==> src/rtl/refund_dispenser.sv <==
// refund_dispenser: greedy 10/5/1 coin payout over a valid/ack hopper handshake; REFUND_TIMEOUT_EN adds an ack timeout with sticky fault.
module refund_dispenser #(
  parameter int AMT_W = 6,
  parameter int PULSE_GAP = 1,
  parameter int ACK_TIMEOUT = 15
) (
  input  logic             clk,
  input  logic             reset,
  input  logic [AMT_W-1:0] refund_in,
  input  logic             refund_valid,
  output logic [AMT_W-1:0] coin_out,
  output logic             coin_valid,
  input  logic             coin_ack,
  output logic [AMT_W-1:0] remaining,
  output logic             busy,
  output logic             done,
  output logic             fault
);
  localparam int CW = 8;
  typedef enum logic [2:0] {IDLE, SELECT, OFFER, GAP, DONE} state_t;
  state_t state, state_n;
  logic [AMT_W-1:0] coin_out_n, remaining_n;
  logic coin_valid_n, busy_n, fault_n;
  logic [CW-1:0] cnt, cnt_n;
  always_ff @(posedge clk) begin
    if (reset) begin
      state <= IDLE;
      coin_out <= '0;
      coin_valid <= 1'b0;
      remaining <= '0;
      busy <= 1'b0;
      done <= 1'b0;
      fault <= 1'b0;
      cnt <= '0;
    end else begin
      state <= state_n;
      coin_out <= coin_out_n;
      coin_valid <= coin_valid_n;
      remaining <= remaining_n;
      busy <= busy_n;
      done <= state_n == DONE;
      fault <= fault_n;
      cnt <= cnt_n;
    end
  end
  always_comb begin
    state_n = state;
    coin_out_n = coin_out;
    coin_valid_n = coin_valid;
    remaining_n = remaining;
    busy_n = busy;
    fault_n = fault;
    cnt_n = cnt;
    case (state)
      IDLE: if (refund_valid) begin
        remaining_n = refund_in;
        busy_n = 1'b1;
        fault_n = 1'b0;
        state_n = SELECT;
      end
      SELECT: begin
        cnt_n = '0;
        if (remaining == '0) state_n = DONE;
        else begin
          coin_out_n = remaining >= AMT_W'(10) ? AMT_W'(10) :
                       remaining >= AMT_W'(5)  ? AMT_W'(5)  : AMT_W'(1);
          coin_valid_n = 1'b1;
          state_n = OFFER;
        end
      end
      OFFER: if (coin_ack) begin
        remaining_n = remaining - coin_out;
        coin_valid_n = 1'b0;
        coin_out_n = '0;
        cnt_n = '0;
        state_n = PULSE_GAP > 0 ? GAP : SELECT;
      end
`ifdef REFUND_TIMEOUT_EN
      // the unacknowledged coin stays counted in remaining
      else if (cnt == CW'(ACK_TIMEOUT - 1)) begin
        coin_valid_n = 1'b0;
        coin_out_n = '0;
        fault_n = 1'b1;
        state_n = DONE;
      end else cnt_n = cnt + 1'b1;
`endif
      GAP: if (cnt == CW'(PULSE_GAP - 1)) state_n = SELECT;
           else cnt_n = cnt + 1'b1;
      DONE: begin
        busy_n = 1'b0;
        state_n = IDLE;
      end
      default: state_n = IDLE;
    endcase
  end
endmodule
==> config.mk <==
export PLATFORM = sky130hd
export DESIGN_NAME = refund_dispenser
export DESIGN_NICKNAME = d
export VERILOG_FILES = /design/src/rtl/refund_dispenser.sv
export SDC_FILE = /design/constraint.sdc
export NUM_CORES = 1
export LEC_CHECK = 0
export CORE_ASPECT_RATIO = 2
export CORE_MARGIN = 4
export CORE_UTILIZATION = 46
export DETAILED_ROUTE_END_ITERATION = 12
export PLACE_DENSITY = 0.8
export SYNTH_ARGS = -nofsm -noshare
export SYNTH_HDL_FRONTEND = slang
export SYNTH_SLANG_ARGS = --single-unit
==> constraint.sdc <==
create_clock -name clk -period 4.7 [get_ports clk]
set_input_delay 0.705 -clock clk [delete_from_list [all_inputs] [get_ports clk]]
set_output_delay 0.705 -clock clk [all_outputs]
set_load 0.03 [all_outputs]
==> results of run 1 <==
[layer usage]
metal | share of wire [%] | routed length [um] | GRT usage (%) | up-vias
met5 | 0 | 0 | 0 | -
met4 | 3.6 | 110 | 9.07 | 0
met3 | 3.1 | 93 | 2.17 | 11
met2 | 57 | 1730 | 32.7 | 31
met1 | 36 | 1100 | 18.5 | 557
li1 | - | - | - | 580
[cells by family after synthesis]
group                      Yosys count  share of synthesized area (%)
and+or+nand+nor                     68                           26.7
AOI/OAI and AO/OA                   35                           18.0
DFF                                 23                           35.5
buffers and inverters               17                           7.33
adders and majority gates            7                           7.33
xor gates and xnor gates             6                           4.05
other                                1                          0.289
muxes                                1                          0.771
[flip-flops by register name, indices dropped and copies added, names as in the netlist]
signal and cells:
busy 1, remaining 6, done 1, coin_valid 1, cnt 8, coin_out 3, state 3
[through the flow]
stage,hold slack [ns],utilization (%),cells,area [um2]
after global placement,0.447,54.5,201,1490
after floorplan,0.484,-,160,1310
final,0.459,56.2,205,1540
after global routing,0.490,56.2,205,1540
after detailed placement,0.449,54.5,201,1490
after CTS,0.461,56.2,205,1540
[area by class of cell]
cell class / count / share of cell area, %
well taps: 29 / 2.36
clock buffers: 4 / 2.93
inverters: 7 / 1.71
repair buffers: 22 / 14.3
multi-input cells: 120 / 48.7
flip-flops and latches: 23 / 29.9
[worst paths after layout]
path,start,end,cells past startpoint
worst max-delay path,remaining[3]$_SDFFE_PP0P_,remaining[3],1
worst min-delay path,coin_valid$_SDFFE_PP0P_,coin_valid$_SDFFE_PP0P_,2
worst max register to register,remaining[0]$_SDFFE_PP0P_,remaining[4]$_SDFFE_PP0P_,8
worst min register to register,coin_valid$_SDFFE_PP0P_,coin_valid$_SDFFE_PP0P_,2
[worst reg2reg max path, cell delays in order, from the launching register on]
cell and delay (ns):
dfxtp_1 0.38, inv_1 0.08, ha_1 0.22, fa_1 0.40
nand2b_1 0.18, a21oi_1 0.24, nor3_1 0.08, a21oi_1 0.13
o32ai_1 0.09
[power by group through the flow]
stage / clock network (mW) / registers, mW / logic [mW]
CTS: 0.125 / 0.231 / 0.179
finish: 0.125 / 0.231 / 0.178
detailed placement: 0 / 0.235 / 0.178
global route: 0.135 / 0.235 / 0.195
global placement: 0 / 0.234 / 0.173
floorplan: 0 / 0.251 / 0.109
[placed cells by master, fill, tap and decap left out, types with 2 or more instances in the layout]
master,instances
o21ai_0,5
nand3b_1,2
nor3_1,5
a31oi_1,2
dfxtp_1,23
a311oi_1,2
conb_1,3
and3_1,3
ha_1,6
xor2_1,3
xnor2_1,3
nand3_1,9
a21oi_1,12
inv_1,6
a211oi_1,8
nor2_1,25
clkbuf_8,3
nand2_1,11
nand2b_1,4
clkdlybuf4s50_1,22
==> run summary, run 1 <==
Chip height - 83.1 um
Place WS - 2.40 ns
Clk buf depth - 2
Maxcap violations - 0
Worst skew pair latency - 0.27 ns
Grt total ovfl - 0
Worst hold-check path type - reg2reg
Sequential Area - 460 um2
Yosys reg bits - 23
Post-synth top area share - 35.5%
CTS Buf Count - 3
Sw frac - 35.8%
Filler instances - 260
Final setup vio count - 0
Post-Syn Instances - 158
CP top delay family - buffers and inverters
Post-synth cell types - 40
GRT Total Usage - 18.1%
Multi-input gate area - 749 um2
Drt first pass iters - 4
Top Ports - 26
Via-to-Cell Ratio - 5.75
Routed len/inst - 14.8 um
Comb pwr share - 33.4%
Setup TNS - 0 ns
Placeable Area - 0.00274 mm2
CTS Sinks - 23
Worst-path cell chain - clkdlybuf4s50_1
Final Critical Period - 2.16 ns
Die ar. - 0.00379 mm2
Synth-to-layout area growth - 18.5%
Routability-driven placement congestion ratio - 0.813
CP max FO - 7
Worst path arrival time - 1.45 ns
CTS resizes - 0
Sequential area share after synthesis - 35.5%
Max incr delay on CP - 0.72 ns
Internal reg-to-reg setup slack - 2.78 ns
Vias in the first global route - 1194
Worst-Margin Slew - 0.668 ns
Hold buffers post-CTS - 0
CTS HTree Levels - 1
Crit Path Class - reg2out
RSZ-0062 raised after global routing - no
Initial cell density of the core - 47.4%
Final period util - 45.9%
Slew Viols, Final - 0
Syn. warnings - 0
Status - finished clean
Syn Std Cell Area - 0.00130 mm2
Crit path launch type - register
Leading area contributor after synthesis - dfxtp_1
Initial DRC count - 27
Post-synth ARST share - 0%
Syn avg cell area - 8.21 um2
List of most frequent post-synthesis cells - 25 x nor2_1, 23 x dfxtp_1, 12 x a21oi_1, 11 x nand2_1, 9 x nand3_1
Relative slew slack - 55.4%
Number of flops mapped to enable cells by yosys - 0
First-pass GRT wire length - 5290 um
Layout Skew - 0.00474 ns
Buffers & Inverters on Critical Path - 1
Detail Placement HPWL - 2400 um
CP max-delay cell - clkdlybuf4s50_1
Pwr Total - 0.534 mW
Post-CTS Setup Bufs - 0
Sequential power share - 43.3%
Final setup margin - 2.54 ns
Clk slew on worst S/H paths - 0.08 ns
Count leader, synth - nor2_1
Switching pwr - 0.191 mW
Nets - 194
Via Count - 1179
Routed WL - 3040 um
Ant diodes - 0
F_max - 464 MHz
Post-route DRC - 0
VDD IR max - 0.000205 V
I/O Buffers - 22
Rows - 27
Clk root buf - clkbuf_8
Hold Vio Cnt, Final - 0
Pwr/cell area - 348 mW/mm2
Synth top area cells - dfxtp_1 35%, nor2_1 7.2%, ha_1 5.8%, a21oi_1 4.6%, a211oi_1 4.6%
Largest net degree at the start of global routing - 20
CTS tree - built
Die span in x - 45.6 um
Crit. End Element - primary output
Detail Route Antenna Nets - 0
Clk pwr share - 23.3%
Initial antenna violation count - 0
Static leakage - 0.546 nW
Int Power - 0.343 mW
Share of cells above drive strength 1 - 5.68%
CP required - 3.99 ns
Main synth FF type - dfxtp_1
No activity file was read; power rests on OpenSTA's default activity.
==> run 2: changes to the inputs <==
==> constraint.sdc (replaced) <==
create_clock -name clk -period 2.2 [get_ports clk]
set_input_delay 0.33 -clock clk [delete_from_list [all_inputs] [get_ports clk]]
set_output_delay 0.33 -clock clk [all_outputs]
set_load 0.03 [all_outputs]
==> run 2 against run 1 <==
  * Global-route usage down 0.47 points
  * Sequential share of layout area down 0.27 points
  * Largest cell class unchanged
  * First-iteration DRC count up 22%
  * Critical endpoint is now remaining[4]$_SDFFE_PP0P_
  * Highest routed layer unchanged
  * Critical path type is now reg2reg
  * Critical path depth up 7
  * Largest power group unchanged
==> run summary, run 2 (synthesis results as in run 1) <==
Dpl cells - 202
I/O Buffers - 22
Biggest regs - cnt (8), remaining (6)
Layout Skew - 0.00220 ns
F_max - 488 MHz
Slew Viols, Final - 0
Synth-to-layout area growth - 19.6%
Post-route DRC - 0
Hold Vio Cnt, Final - 0
Share of cells above drive strength 1 - 7.34%
Max reg flops - 8
Detail Route Antenna Nets - 0
Max incr delay on CP - 0.41 ns
Switching pwr - 0.414 mW
Worst-path cell chain - inv_1 -> ha_1 -> fa_1 -> nand2b_1 -> a21oi_1 -> nor3_1 -> a21oi_1 -> o32ai_1
Chip height - 83.1 um
Vias in the first global route - 1143
Top Ports - 26
Routed WL - 3050 um
Post-CTS Setup Bufs - 0
Maxcap violations - 0
Placeable Area - 0.00274 mm2
Final setup margin - 0.152 ns
Worst-Margin Slew - 0.547 ns
Die ar. - 0.00379 mm2
Die span in x - 45.6 um
Sw frac - 36.1%
Nets - 195
Design Area, Final - 0.00155 mm2
Worst skew pair latency - 0.27 ns
Clk pwr share - 22.7%
CTS tree - built
Routability-driven placement congestion ratio - 0.780
Most used cell along the critical path - a21oi_1
Relative slew slack - 63.2%
Worst hold-check path type - reg2reg
GRT Total Usage - 17.6%
Place WS - 0.198 ns
Crit Path Class - reg2reg
Drt first pass iters - 4
Via Count - 1167
Most frequent cells in the layout - 25 x nor2_1, 23 x dfxtp_1, 22 x clkdlybuf4s50_1
CTS Sinks - 23
Final cell count without fillers - 206
Largest net degree at the start of global routing - 14
Comb pwr share - 34.4%
Pwr Total - 1.15 mW
CTS HTree Levels - 1
Placed Area - 0.00150 mm2
Crit path launch type - register
Worst path arrival time - 2.19 ns
CP max FO - 4
RSZ-0062 raised after global routing - no
Multi-input gate area - 754 um2
Routed len/inst - 14.8 um
VDD IR max - 0.000462 V
Detail Placement HPWL - 2420 um
Grt total ovfl - 0
Pwr/cell area - 740 mW/mm2
Setup TNS - 0 ns
CP top delay family - adder cells
Final setup vio count - 0
Clk slew on worst S/H paths - 0.08 ns
Status - finished clean
Final Critical Period - 2.05 ns
Initial DRC count - 33
Crit. End Element - register
Buffers & Inverters on Critical Path - 1
Rows - 27
Filler instances - 247
Initial cell density of the core - 47.4%
Sequential Area - 460 um2
Clk root buf - clkbuf_8
Ant diodes - 0
Worst hold margin - 0.462 ns
CP required - 2.34 ns
CP max-delay cell - fa_1
Via-to-Cell Ratio - 5.67
Int Power - 0.734 mW
Final period util - 93.1%
Commonest non-fill, non-tap cell in the layout - nor2_1
CTS Buf Count - 3
Clk buf depth - 2
First-pass GRT wire length - 5050 um
Sequential power share - 42.9%
Most flop-heavy register - cnt
Post-Route Utilization - 56.7%
Static leakage - 0.555 nW
Initial antenna violation count - 0
-- run 2: layout make-up --
cell class                      instances  share of cell area [%]
Clock inverter                          1                   0.323
Inverter                                7                    1.69
Timing Repair Buffer                   23                    14.7
Clock buffer                            3                    2.66
Tap cell                               29                    2.34
Sequential cell                        23                    29.7
Multi-Input combinational cell        120                    48.6
-- run 2: worst paths after layout --
check | from | endpoint | cells after the start | slack [ns]
max | remaining[0]$_SDFFE_PP0P_ | remaining[4]$_SDFFE_PP0P_ | 8 | 0.15
min | coin_valid$_SDFFE_PP0P_ | coin_valid$_SDFFE_PP0P_ | 2 | 0.46
max reg2reg | remaining[0]$_SDFFE_PP0P_ | remaining[4]$_SDFFE_PP0P_ | 8 | 0.15
min reg2reg | coin_valid$_SDFFE_PP0P_ | coin_valid$_SDFFE_PP0P_ | 2 | 0.46
-- run 2: per-layer routing --
layer	track usage, %	part of all wire, %	routed length [um]
met4	9.87	2.9	89
met5	0	0	0
met1	19.1	37	1140
met3	2.17	2.4	74
met2	30.4	57	1740
-- run 2: power by group through the flow --
stage | clock, mW | sequential, mW | combinational, mW
detailed placement | 0 | 0.502 | 0.383
CTS | 0.266 | 0.492 | 0.384
floorplan | 0 | 0.536 | 0.233
global placement | 0 | 0.501 | 0.370
finish | 0.261 | 0.493 | 0.395
global route | 0.283 | 0.500 | 0.429
-- run 2: what timing repair did --
item | CTS | global route
setup endpoints to repair | 0 | 1
hold endpoints to repair | 0 | 0
hold buffers | 0 | 0
gates resized for setup | 0 | 1
-- run 2: worst min-delay path, cell delays in order, from the launching register on --
cell and delay, ns:
dfxtp_1 0.31, nand2_1 0.05, a21oi_1 0.05
